--- src/rtl/i2c_target.sv ---
// ============================================================================
// i2c_target : I2C target answering one 7-bit address with 16-bit read/write
// Optional: GENERAL_CALL_EN adds general-call write acceptance and GC_HIT.
// Revision: 1.0
// ============================================================================
`default_nettype none
`timescale 1ns/1ps

module i2c_target #(
    parameter logic [6:0] TARGET_ADDR = 7'b0000010,
    parameter int          SYNC_STAGES = 2
) (
    input  logic        clk,
    input  logic        RESET,
    input  logic        SCL,
    input  logic        SDA_IN,
    output logic        SDA_OUT,
    output logic        SDA_OE,
    input  logic [15:0] RD_DATA,
    output logic [15:0] WR_DATA,
    output logic        WR_STB,
    output logic        RD_STB,
    output logic        BUSY
`ifdef GENERAL_CALL_EN
    ,
    output logic        GC_HIT
`endif
);

    typedef enum logic [2:0] {
        ST_IDLE      = 3'd0,
        ST_ADDR      = 3'd1,
        ST_ADDR_ACK  = 3'd2,
        ST_WR_BYTE   = 3'd3,
        ST_WR_ACK    = 3'd4,
        ST_RD_BYTE   = 3'd5,
        ST_RD_ACK    = 3'd6,
        ST_WAIT_STOP = 3'd7
    } state_t;

    logic [SYNC_STAGES-1:0] scl_sync;
    logic [SYNC_STAGES-1:0] sda_sync;
    logic                   scl_prev;
    logic                   sda_prev;

    // Synchronizers reset to 1 so an idle bus is seen straight out of reset.
    always_ff @(posedge clk or negedge RESET) begin
        if (!RESET) begin
            scl_sync <= '1;
            sda_sync <= '1;
            scl_prev <= 1'b1;
            sda_prev <= 1'b1;
        end else begin
            scl_sync <= {scl_sync[SYNC_STAGES-2:0], SCL};
            sda_sync <= {sda_sync[SYNC_STAGES-2:0], SDA_IN};
            scl_prev <= scl_sync[SYNC_STAGES-1];
            sda_prev <= sda_sync[SYNC_STAGES-1];
        end
    end

    logic scl_s;
    logic sda_s;
    logic scl_rise;
    logic scl_fall;
    logic start_det;
    logic stop_det;

    assign scl_s     = scl_sync[SYNC_STAGES-1];
    assign sda_s     = sda_sync[SYNC_STAGES-1];
    assign scl_rise  =  scl_s & ~scl_prev;
    assign scl_fall  = ~scl_s &  scl_prev;
    // SDA edges are qualified by the previous SCL sample, so a coincident SCL edge cannot mask them.
    assign start_det =  sda_prev & ~sda_s & scl_prev;
    assign stop_det  = ~sda_prev &  sda_s & scl_prev;

    state_t      state;
    logic [3:0]  bit_cnt;
    logic [7:0]  shift_in;
    logic [7:0]  hi_byte;
    logic [15:0] rd_shift;
    logic        second;
    logic        rnw;
    logic        master_nack;

    logic addr_match;
    logic gc_match;

    assign addr_match = (shift_in[7:1] == TARGET_ADDR);
`ifdef GENERAL_CALL_EN
    assign gc_match   = (shift_in[7:1] == 7'd0) && !shift_in[0];
`else
    assign gc_match   = 1'b0;
`endif

    always_ff @(posedge clk or negedge RESET) begin
        if (!RESET) begin
            state       <= ST_IDLE;
            SDA_OUT     <= 1'b0;
            SDA_OE      <= 1'b0;
            WR_DATA     <= 16'd0;
            WR_STB      <= 1'b0;
            RD_STB      <= 1'b0;
            BUSY        <= 1'b0;
            bit_cnt     <= 4'd0;
            shift_in    <= 8'd0;
            hi_byte     <= 8'd0;
            rd_shift    <= 16'd0;
            second      <= 1'b0;
            rnw         <= 1'b0;
            master_nack <= 1'b0;
`ifdef GENERAL_CALL_EN
            GC_HIT      <= 1'b0;
`endif
        end else begin
            WR_STB <= 1'b0;
            RD_STB <= 1'b0;
            if (stop_det) begin
                state   <= ST_IDLE;
                SDA_OE  <= 1'b0;
                SDA_OUT <= 1'b0;
                BUSY    <= 1'b0;
`ifdef GENERAL_CALL_EN
                GC_HIT  <= 1'b0;
`endif
            end else if (start_det) begin
                state   <= ST_ADDR;
                bit_cnt <= 4'd0;
                second  <= 1'b0;
                SDA_OE  <= 1'b0;
                SDA_OUT <= 1'b0;
            end else begin
                case (state)
                    ST_IDLE: begin
                    end

                    ST_ADDR: begin
                        if (scl_rise) begin
                            shift_in <= {shift_in[6:0], sda_s};
                            bit_cnt  <= bit_cnt + 4'd1;
                        end else if (scl_fall && bit_cnt == 4'd8) begin
                            bit_cnt <= 4'd0;
                            if (addr_match || gc_match) begin
                                state   <= ST_ADDR_ACK;
                                SDA_OE  <= 1'b1;
                                SDA_OUT <= 1'b0;
                                BUSY    <= 1'b1;
                                rnw     <= shift_in[0];
                                if (shift_in[0]) begin
                                    rd_shift <= RD_DATA;
                                    RD_STB   <= 1'b1;
                                end
`ifdef GENERAL_CALL_EN
                                GC_HIT  <= GC_HIT | gc_match;
`endif
                            end else begin
                                state <= ST_WAIT_STOP;
                                BUSY  <= 1'b0;
                            end
                        end
                    end

                    ST_ADDR_ACK: begin
                        if (scl_fall) begin
                            bit_cnt <= 4'd0;
                            if (rnw) begin
                                state   <= ST_RD_BYTE;
                                SDA_OE  <= 1'b1;
                                SDA_OUT <= rd_shift[15];
                            end else begin
                                state   <= ST_WR_BYTE;
                                SDA_OE  <= 1'b0;
                                SDA_OUT <= 1'b0;
                            end
                        end
                    end

                    ST_WR_BYTE: begin
                        if (scl_rise) begin
                            shift_in <= {shift_in[6:0], sda_s};
                            bit_cnt  <= bit_cnt + 4'd1;
                        end else if (scl_fall && bit_cnt == 4'd8) begin
                            state   <= ST_WR_ACK;
                            bit_cnt <= 4'd0;
                            SDA_OE  <= 1'b1;
                            SDA_OUT <= 1'b0;
                            if (!second) begin
                                hi_byte <= shift_in;
                            end else begin
                                WR_DATA <= {hi_byte, shift_in};
                                WR_STB  <= 1'b1;
                            end
                        end
                    end

                    ST_WR_ACK: begin
                        if (scl_fall) begin
                            SDA_OE  <= 1'b0;
                            bit_cnt <= 4'd0;
                            if (!second) begin
                                state  <= ST_WR_BYTE;
                                second <= 1'b1;
                            end else begin
                                state  <= ST_WAIT_STOP;
                            end
                        end
                    end

                    ST_RD_BYTE: begin
                        if (scl_rise) begin
                            bit_cnt <= bit_cnt + 4'd1;
                        end else if (scl_fall) begin
                            // The eighth shift leaves the next byte's MSB in rd_shift[15].
                            rd_shift <= {rd_shift[14:0], 1'b0};
                            if (bit_cnt == 4'd8) begin
                                state   <= ST_RD_ACK;
                                bit_cnt <= 4'd0;
                                SDA_OE  <= 1'b0;
                                SDA_OUT <= 1'b0;
                            end else begin
                                SDA_OUT <= rd_shift[14];
                            end
                        end
                    end

                    ST_RD_ACK: begin
                        if (scl_rise) begin
                            master_nack <= sda_s;
                        end else if (scl_fall) begin
                            if (!second && !master_nack) begin
                                state   <= ST_RD_BYTE;
                                second  <= 1'b1;
                                bit_cnt <= 4'd0;
                                SDA_OE  <= 1'b1;
                                SDA_OUT <= rd_shift[15];
                            end else begin
                                state   <= ST_WAIT_STOP;
                            end
                        end
                    end

                    ST_WAIT_STOP: begin
                        SDA_OE <= 1'b0;
                    end

                    default: begin
                        state <= ST_IDLE;
                    end
                endcase
            end
        end
    end

endmodule

`default_nettype wire

--- config.mk ---
export PLATFORM = sky130hd
export DESIGN_NAME = i2c_target
export DESIGN_NICKNAME = d
export VERILOG_FILES = /design/src/rtl/i2c_target.sv
export SDC_FILE = /design/constraint.sdc
export NUM_CORES = 1
export LEC_CHECK = 0
export BUFFER_PORTS_ARGS = -buffer_cell sky130_fd_sc_hd__buf_2
export CAP_MARGIN = 10
export CORE_UTILIZATION = 55
export CTS_CLUSTER_DIAMETER = 100
export DETAILED_ROUTE_END_ITERATION = 16
export PLACE_DENSITY = 0.74
export SYNTH_ARGS = -nofsm -noshare
export SYNTH_HDL_FRONTEND = slang
export SYNTH_SLANG_ARGS = --single-unit
export TNS_END_PERCENT = 10
--- constraint.sdc ---
create_clock -name clk -period 4.74 [get_ports clk]
set_clock_uncertainty 0.2 [all_clocks]
set_input_delay 0 -clock clk [delete_from_list [all_inputs] [get_ports clk]]
set_output_delay 0 -clock clk [all_outputs]
set_load 0.1 [all_outputs]
==> results.yml, run 1 <==
finish:
  regArea_sq_um: 1730
  final_nets: 365
  multiInputGateArea_sq_um: 1580
  final_layout_size_suffix_gt1_share_pct: 38.8
  layout.cells.non_filler: 420
  antennaDiodeCount: 0
  fill_cells: 466
  fin_util_pct: 68.0
  area_delta_synth_final_pct: 18.3
yosys:
  synth_edf_count: 0
  yosys.area_share.adder_pct: 2.12
  synth_area_leaders: "dfrtp_1 (46%), mux2_2 (17%), dfstp_2 (4.6%), mux2_4 (4.0%), nor2_1 (2.2%)"
  yosysWarningCount: 0
  syn_nets: 306
  syn_avg_cell_area_sq_um: 12.2
  ys_seq_area_share_pct: 50.7
  ys.flop_type: "dfrtp_1"
  synth-xor-area-share_pct: 0.256
  synth-compound-area-share_pct: 10.2
  synth_top_family_by_area: "multiplexers"
  syn_area_sq_um: 3420
  synth_cell_type_count: 59
  synth.mux.area_fraction_pct: 22.6
  synth_top_area_share_pct: 46.1
  synthCells: 281
  synthSimpleGateAreaFrac_pct: 11.0
  yosysTopAreaCell: "dfrtp_1"
  ys_seq_elements: 69
  async_flop_share_pct: 100
worst_setup_path:
  worstPathRequired_ps: 4770
  crit_fanout: 16
  critPathBufInv: 1
  rr_endpoint: "rd_shift[3]"
  endpoint_kind: "flip-flop"
  worstSetupPathType: "reg2reg"
  slowest_stage: "nor3_4"
  start_kind: "flip-flop"
  rr_worst_depth: 5
  worst-r2r-setup-slack_ps: 1920
  r2r-start: "scl_prev"
  cp_slowest_stage_delay_ps: 860
  cp_cell_sequence: "inv_1, ha_1, nand4bb_1, nor3_4, mux2_2"
  critPathArrivalTime_ps: 2850
  crit_family: "simple AND/OR/NAND/NOR gates"
floorplanning:
  initial_utilization_pct: 57.4
  die_height_um: 80.9
  dieArea_sq_um: 6540
  design.core.area_sq_um: 5960
  die-width_um: 80.9
  rows: 28
  io_pins: 41
run_status:
  status: "complete, no violations"
timing:
  finalSetupViolations: 0
  rsz0062_at_grt: "no"
  maxSlewViolCount: 0
  hold_ws_ps: 101
  slew_headroom_pct: 35.2
  period_minus_slack_ps: 2820
  fmax_ghz: 0.355
  worst_pin_slew_ps: 969
  hold_violations: 0
  finalSetupTns_ps: 0
  period_share_pct: 59.5
route:
  drc: 0
  drt-pass1-iter-count: 4
  drt_iter0_markers: 169
  wl_per_cell_um: 15.7
  wirelength_um: 6580
  vias: 2350
  vias_per_cell: 5.60
  ant_nets: 0
global_routing:
  overflow: 0
  grt_pass1_wl_um: 11200
  grt_usage_pct: 22.8
  antenna_found_initial: 0
  grt_max_degree: 70
  grt_pass1_vias: 2325
cts:
  cts_inserted_buffers: 9
  clkSinkCount: 69
  clk_latency_ps: 340
  cts_tree: "done"
  cts_resized: 0
  clockBufferDepth: 2
  cts_root_buf: "clkbuf_8"
  htreeDepth: 3
  clk_pin_slew_ps: 80
hold_path:
  min-delay-start: "SCL"
  hold_depth: 2
  hold_class: "in2reg"
  holdPathEnd: "scl_sync[0]"
flow_run:
  drv_cap: 0
pwr:
  power.density_nw_per_um2: 491
  pwr-share-comb_pct: 32.4
  p_leak_nw: 2.01
  netSwitchingPower_uw: 709
  power.total_mw: 1.99
  ir_drop_mv: 0.294
  power_frac_clock_pct: 24.3
  power_frac_seq_pct: 43.3
  internal_power_mw: 1.28
  switching_share_pct: 35.7
place:
  globalplace.congestion: 0.869
  portBuffers: 40
  place_inst: 385
  dpl.hpwl_um: 4210
how the worst max path moves through the flow:
stage | from | to | slack (ps) | cells after the start
2_1_floorplan | scl_sync[1] | bit_cnt[1] | 2430 | 8
3_3_place_gp | scl_prev | rd_shift[14] | 2030 | 5
3_5_place_dp | scl_prev | rd_shift[3] | 1950 | 5
4_1_cts | scl_prev | rd_shift[3] | 1920 | 5
5_1_grt | scl_prev | rd_shift[3] | 1790 | 5
6_report | scl_prev | rd_shift[3] | 1920 | 5
cell usage after synthesis (4+ instances only):
cell type  instances
a21oi_1            9
buf_2              6
dfrtp_1           63
dfstp_2            6
ha_1               5
inv_1             11
mux2_2            53
mux2_4             9
nand2_1           14
nand2b_1           5
nand3_1            6
nor2_1            20
nor2b_1            4
o21ai_0            7
sequential cells by signal, summed over array words and instances (netlist names):
register	count
BUSY	1
RD_STB	1
sda_sync	2
hi_byte	8
SDA_OUT	1
SDA_OE	1
rd_shift	16
master_nack	1
WR_STB	1
shift_in	8
bit_cnt	4
scl_prev	1
rnw	1
sda_prev	1
WR_DATA	16
second	1
state	3
scl_sync	2
area by class of cell:
type | count | area share, %
Multi-Input combinational cell | 189 | 39.1
Inverter | 11 | 1.02
Clock buffer | 11 | 3.49
Clock inverter | 5 | 1.42
Timing Repair Buffer | 60 | 9.83
Sequential cell | 69 | 42.8
Tap cell | 75 | 2.32
routing by layer:
metal | GRT usage [%] | wire length, um
met1 | 31.2 | 3060
met2 | 35.0 | 3170
met3 | 5.51 | 284
met4 | 8.57 | 59
met5 | 0 | 0
power groups by stage:
stage / clock network [mW] / logic (mW) / registers, mW
5_1_grt: 0.520 / 0.708 / 0.881
4_1_cts: 0.494 / 0.645 / 0.855
2_1_floorplan: 0 / 0.531 / 0.832
3_5_place_dp: 0 / 0.630 / 0.865
3_3_place_gp: 0 / 0.616 / 0.862
6_report: 0.483 / 0.644 / 0.859
repair_timing:
item / 4_1_cts / 5_1_grt
hold endpoints to repair: 81 / 0
hold buffers: 19 / 0
buffers inserted: 0 / 0
metrics by stage:
step	area (sq um)	setup WS, ps
after floorplan	3420	2430
after global placement	3660	2030
after detailed placement	3660	1950
after CTS	4050	1920
after global routing	4050	1790
final	4050	1920
kinds of logic after synthesis:
kind of cell / count (synthesis)
multiplexers: 66
AO/OA/AOI/OAI: 48
XOR/XNOR: 1
adder cells (fa/ha/maj): 6
flip-flops: 69
AND/OR/NAND/NOR: 68
buffers and inverters: 23
placed cells by master, fill, tap and decap left out, drive strengths merged, types with 2 or more instances in the layout:
cell type,synthesis,layout
dfstp,6,6
ha,5,5
nand3,6,6
a21boi,2,2
nor3,3,3
a32o,2,2
nor2b,4,4
clkbuf,3,11
dlygate4sd3,0,19
buf,9,41
nand3b,3,3
o31ai,2,2
nand4b,2,2
o211ai,3,3
nand2b,5,5
a31oi,3,3
mux2i,2,2
o2bb2ai,2,2
clkinv,0,3
a21o,2,2
o22a,2,2
nor2,20,20
mux2,64,64
and3b,2,2
o21ai,8,8
nand2,14,14
dfrtp,63,63
inv,11,12
or2,2,2
and2,2,2
a21oi,10,10
No activity file was read; power rests on OpenSTA's default activity.
==> run 2, diff against run 1 <==
- CORE_UTILIZATION: 55 -> 52
- PLACE_DENSITY: 0.74 -> 0.73
- clock period: 4.74 -> 2.4 ns (I/O delays scaled with it)
==> run 2 against run 1 <==
  * Core utilization decreased by 0.87 points
  * Total power rose by 110%
  * Via count increased by 5.3%
  * Non-clock buffer count is 24 higher
  * Global-route usage shrank 0.38 points
  * Count of clock-buffer cells in the layout shrank 1
  * Die area is 5.6% higher
  * Design area increased by 5.3%
  * Clock power grew 87%
  * Register-to-register slack got worse by 1800 ps
  * Largest cell class unchanged
  * Worst hold slack lost 7.1 ps
==> results.yml, run 2 (synthesis gave the netlist of run 1 again) <==
run_status:
  status: "complete, no violations"
worst_setup_path:
  rr_endpoint: "bit_cnt[1]"
  r2r-start: "scl_sync[1]"
  cp_slowest_stage_delay_ps: 570
  crit_fanout: 5
  crit_family: "adder cells"
  rr_worst_depth: 7
  critPathArrivalTime_ps: 2330
  cp_cell_sequence: "inv_1, ha_2, maj3_1, o22ai_2, a21oi_1, o21ai_2, mux2_1"
  worstPathRequired_ps: 2430
  worst-r2r-setup-slack_ps: 110
  start_kind: "flip-flop"
  endpoint_kind: "flip-flop"
  worstSetupPathType: "reg2reg"
  slowest_stage: "dfstp_2"
  critPathBufInv: 1
floorplanning:
  design.core.area_sq_um: 6350
  dieArea_sq_um: 6910
  die-width_um: 83.1
  die_height_um: 83.1
  io_pins: 41
  initial_utilization_pct: 53.9
  rows: 29
timing:
  period_share_pct: 95.6
  finalSetupTns_ps: 0
  rsz0062_at_grt: "no"
  fmax_ghz: 0.436
  worst_pin_slew_ps: 535
  finalSetupViolations: 0
  hold_violations: 0
  period_minus_slack_ps: 2290
  slew_headroom_pct: 64.4
  maxSlewViolCount: 0
hold_path:
  hold_depth: 2
  hold_class: "in2reg"
  holdPathEnd: "sda_sync[0]"
  min-delay-start: "SDA_IN"
global_routing:
  grt_usage_pct: 22.4
  antenna_found_initial: 0
  grt_max_degree: 46
  overflow: 0
  grt_pass1_wl_um: 12100
  grt_pass1_vias: 2546
finish:
  antennaDiodeCount: 0
  mostFrequentLayoutCells: "dfrtp_1 (63), mux2_2 (53), buf_2 (40)"
  largest_registers: "WR_DATA (16), rd_shift (16)"
  final_common_cell: "dfrtp_1"
  area_delta_synth_final_pct: 24.5
  layout.cells.non_filler: 446
  final_nets: 389
  final_layout_size_suffix_gt1_share_pct: 43.1
place:
  globalplace.congestion: 0.907
  dpl.hpwl_um: 4620
  portBuffers: 40
  place_inst: 405
route:
  drt-pass1-iter-count: 4
  vias_per_cell: 5.55
  wl_per_cell_um: 15.7
  ant_nets: 0
  vias: 2474
  wirelength_um: 7000
  drc: 0
  drt_iter0_markers: 167
cts:
  clockBufferDepth: 2
  clk_latency_ps: 360
  cts_root_buf: "clkbuf_8"
  clkSinkCount: 69
  htreeDepth: 3
  cts_tree: "done"
  cts_inserted_buffers: 9
  clk_pin_slew_ps: 80
pwr:
  ir_drop_mv: 0.585
  power.density_nw_per_um2: 957
  p_leak_nw: 2.12
flow_run:
  drv_cap: 0
[run 2: changes by cell type in the layout (fill, tap and decap cells not counted), sizes merged]
cell	delta
buf	+22
clkinvlp	+2
bufinv	-1
dlygate4sd3	+2
clkbuf	-1
inv	+2
clkinv	-2
[run 2: how the worst max path moves through the flow]
stage / startpoint / endpoint / slack (ps) / depth (start not counted)
final: scl_sync[1] / bit_cnt[1] / 110 / 7
after global routing: scl_sync[1] / bit_cnt[1] / 20 / 7
after CTS: scl_sync[1] / bit_cnt[1] / 20 / 7
after detailed placement: scl_sync[1] / bit_cnt[1] / 40 / 7
after global placement: scl_sync[1] / bit_cnt[1] / 120 / 7
after floorplan: scl_sync[1] / bit_cnt[1] / 90 / 8
[run 2: where the power goes]
part	switching (mW)	internal [mW]
Sequential	0.249	1.39
Combinational	0.757	0.776
Clock	0.486	0.419
[run 2: area by class of cell]
cell class | instances | area (sq um)
inverters | 11 | 41.3
clock buffers | 10 | 138
multi-input cells | 189 | 1590
clock inverters | 6 | 52.6
well taps | 77 | 96.3
repair buffers | 84 | 608
fillers | 484 | 2090
flip-flops and latches | 69 | 1730
[run 2: worst reg2reg max path, stage by stage, from the launching register on]
cell and delay (ps):
dfstp_2 570, inv_1 50, ha_2 210, maj3_1 370, o22ai_2 130, a21oi_1 80
o21ai_2 220, mux2_1 340
[run 2: what timing repair did]
action                                 4_1_cts  5_1_grt
buffers inserted                             0        4
hold buffers                                21        0
resized for setup                            0        2
endpoints found under the hold margin       85        0
setup endpoints to repair                    0        1
[run 2: per-layer routing]
metal | vias up | wire length [um] | GRT usage, %
met4 | 0 | 98 | 7.99
met3 | 9 | 387 | 7.75
li1 | 1191 | - | -
met1 | 1208 | 3280 | 29.2
met5 | - | 0 | 0
met2 | 66 | 3230 | 34.6
[run 2: through the flow]
stage / setup slack, ps / hold WS, ps / util (%) / total power [mW] / cell area [sq um]
4_1_cts: 19.3 / 73.7 / 66.5 / 4.04 / 4220
6_report: 106 / 94.3 / 67.1 / 4.08 / 4260
5_1_grt: 21.9 / 74.1 / 67.1 / 4.34 / 4260
2_1_floorplan: 86.3 / -496 / - / 2.69 / 3420
3_5_place_dp: 40.7 / -151 / 60.2 / 3.09 / 3820
3_3_place_gp: 122 / -161 / 60.2 / 3.06 / 3820
==> run 3, diff against run 2 <==
- CORE_MARGIN: not set -> 5
==> run 3 against run 2 <==
  * The run now ends with hold timing left
  * Critical path type unchanged
  * Sequential cell count stayed put
  * Sequential power hardly changed
  * First-iteration DRC count is 37% lower
  * Worst hold slack worse by 97 ps
  * Fmax is 2.9% lower
  * Final cell count is 1.3% lower
  * Critical endpoint is now bit_cnt[0]
  * Sequential share of layout area is 0.55 points higher
  * Total power is 1.3% lower
==> results.yml, run 3 (synthesis gave the netlist of run 1 again) <==
route:
  vias_per_cell: 5.56
  drt-met1-wl_um: 3200
  drt-pass1-iter-count: 4
  dr.max_layer_used: "met4"
  drc: 0
  route.met2.wl_um: 3490
  ant_nets: 0
  drt_iter0_markers: 106
  vias: 2446
  wl_met3_um: 271
  wirelength_um: 7110
  wl_per_cell_um: 16.2
worst_setup_path:
  critPathLaunch: "scl_prev"
  worst-r2r-setup-slack_ps: 40
  slowest_stage: "dfstp_2"
  worstSetupPathType: "reg2reg"
  rr_worst_depth: 7
  start_kind: "flip-flop"
  crit_family: "compound AO/OA/AOI/OAI gates"
  critPathBufInv: 1
  critPathArrivalTime_ps: 2400
  endpoint_kind: "flip-flop"
  rr_endpoint: "bit_cnt[0]"
  worstPathRequired_ps: 2440
  cp_slowest_stage_delay_ps: 600
  crit_fanout: 8
  r2r-start: "scl_prev"
  cp_cell_sequence: "ha_2, or3b_1, a21boi_0, o32a_2, o21ai_2, buf_4, a32o_1"
place:
  dpl.hpwl_um: 4810
  globalplace.congestion: 0.898
  portBuffers: 40
  placed_cell_area_sq_um: 3800
finish:
  largest_registers: "WR_DATA (16), rd_shift (16)"
  area_delta_synth_final_pct: 22.9
  fill_cells: 473
  fin_area_sq_um: 4200
  final_nets: 383
  fin_util_pct: 65.8
  multiInputGateArea_sq_um: 1600
  mostFrequentLayoutCells: "dfrtp_1 (63), mux2_2 (53), buf_2 (40)"
  final_common_cell: "dfrtp_1"
  final_layout_size_suffix_gt1_share_pct: 43.0
  antennaDiodeCount: 0
  regArea_sq_um: 1730
cts:
  clk_latency_ps: 350
  cts_tree: "done"
  cts_inserted_buffers: 9
  htreeDepth: 3
  clockBufferDepth: 2
  clkSinkCount: 69
  cts_root_buf: "clkbuf_8"
  clk_pin_slew_ps: 80
timing:
  slew_headroom_pct: 67.2
  period_minus_slack_ps: 2360
  fmax_ghz: 0.423
  maxSlewViolCount: 0
  worst_pin_slew_ps: 493
  hold_ws_ps: -2.31
  hold_violations: 1
  period_share_pct: 98.4
  finalSetupViolations: 0
  rsz0062_at_grt: "yes"
flow_run:
  drv_cap: 0
floorplanning:
  initial_utilization_pct: 53.6
  design.core.area_sq_um: 6390
  rows: 29
  die_height_um: 91.1
  io_pins: 41
  die-width_um: 91.1
  dieArea_sq_um: 8300
run_status:
  violations: "hold timing"
  status: "finished with violations"
global_routing:
  overflow: 0
  grt_pass1_wl_um: 12300
  grt_max_degree: 70
  grt_usage_pct: 18.2
  grt_pass1_vias: 2568
  antenna_found_initial: 0
pwr:
  ir_drop_mv: 0.566
  power.density_nw_per_um2: 957
  p_leak_nw: 2.09
hold_path:
  hold_class: "in2async"
==> run 3: cell types whose count changed in the layout (fill, tap and decap cells not counted), sizes merged <==
cell and change:
dlygate4sd3 -2, clkinv +2, clkinvlp -1, inv -1, buf -4
==> run 3: final cells by class <==
class	count	area share (%)
clock buffers	10	3.27
clock inverters	6	1.10
inverters	11	0.982
multi-input cells	189	38.1
flip-flops and latches	69	41.2
well taps	77	2.29
repair buffers	78	13.0
==> run 3: power by group <==
group / total [mW] / switching [mW] / leakage, nW / internal (mW)
registers: 1.67 / 0.278 / 0.903 / 1.39
clock network: 0.890 / 0.478 / 0.0946 / 0.412
logic: 1.47 / 0.729 / 1.10 / 0.738
==> run 3: what timing repair did <==
item / in CTS / in global routing
setup endpoints to repair: 1 / 26
hold buffers: 19 / 0
pin swaps: 1 / 0
hold endpoints to repair: 87 / 0
setup buffers: 1 / 0
gates resized for setup: 0 / 4
==> run 3: tightest hold or removal path: cells and delay by family <==
kind / cells / cell delay, ps
buffers and inverters: 3 / 940
==> run 3: routing by layer <==
| layer | global-route usage, % | vias to the layer above |
|---|---|---|
| met5 | 0 | - |
| met4 | 6.60 | 0 |
| met3 | 4.63 | 16 |
| met2 | 28.8 | 48 |
| met1 | 24.3 | 1212 |
| li1 | - | 1170 |
==> run 3: through the flow <==
step,total power [mW],cells,hold WS (ps),setup slack [ps],TNS (ps)
6_report,4.02,440,-2.31,38.4,0
5_1_grt,4.29,440,34.4,-54.0,-192
4_1_cts,4.00,440,23.1,7.90,0
3_5_place_dp,3.06,404,-151,3.91,0
3_3_place_gp,3.03,404,-149,66.7,0
2_1_floorplan,2.69,281,-496,86.3,0
==> run 3: worst max-delay path by stage <==
stage	end	slack, ps	cells after the start
2_1_floorplan	bit_cnt[1]	90	8
3_3_place_gp	bit_cnt[1]	70	7
3_5_place_dp	bit_cnt[1]	4	7
4_1_cts	bit_cnt[1]	8	7
5_1_grt	bit_cnt[0]	-50	7
6_report	bit_cnt[0]	40	7
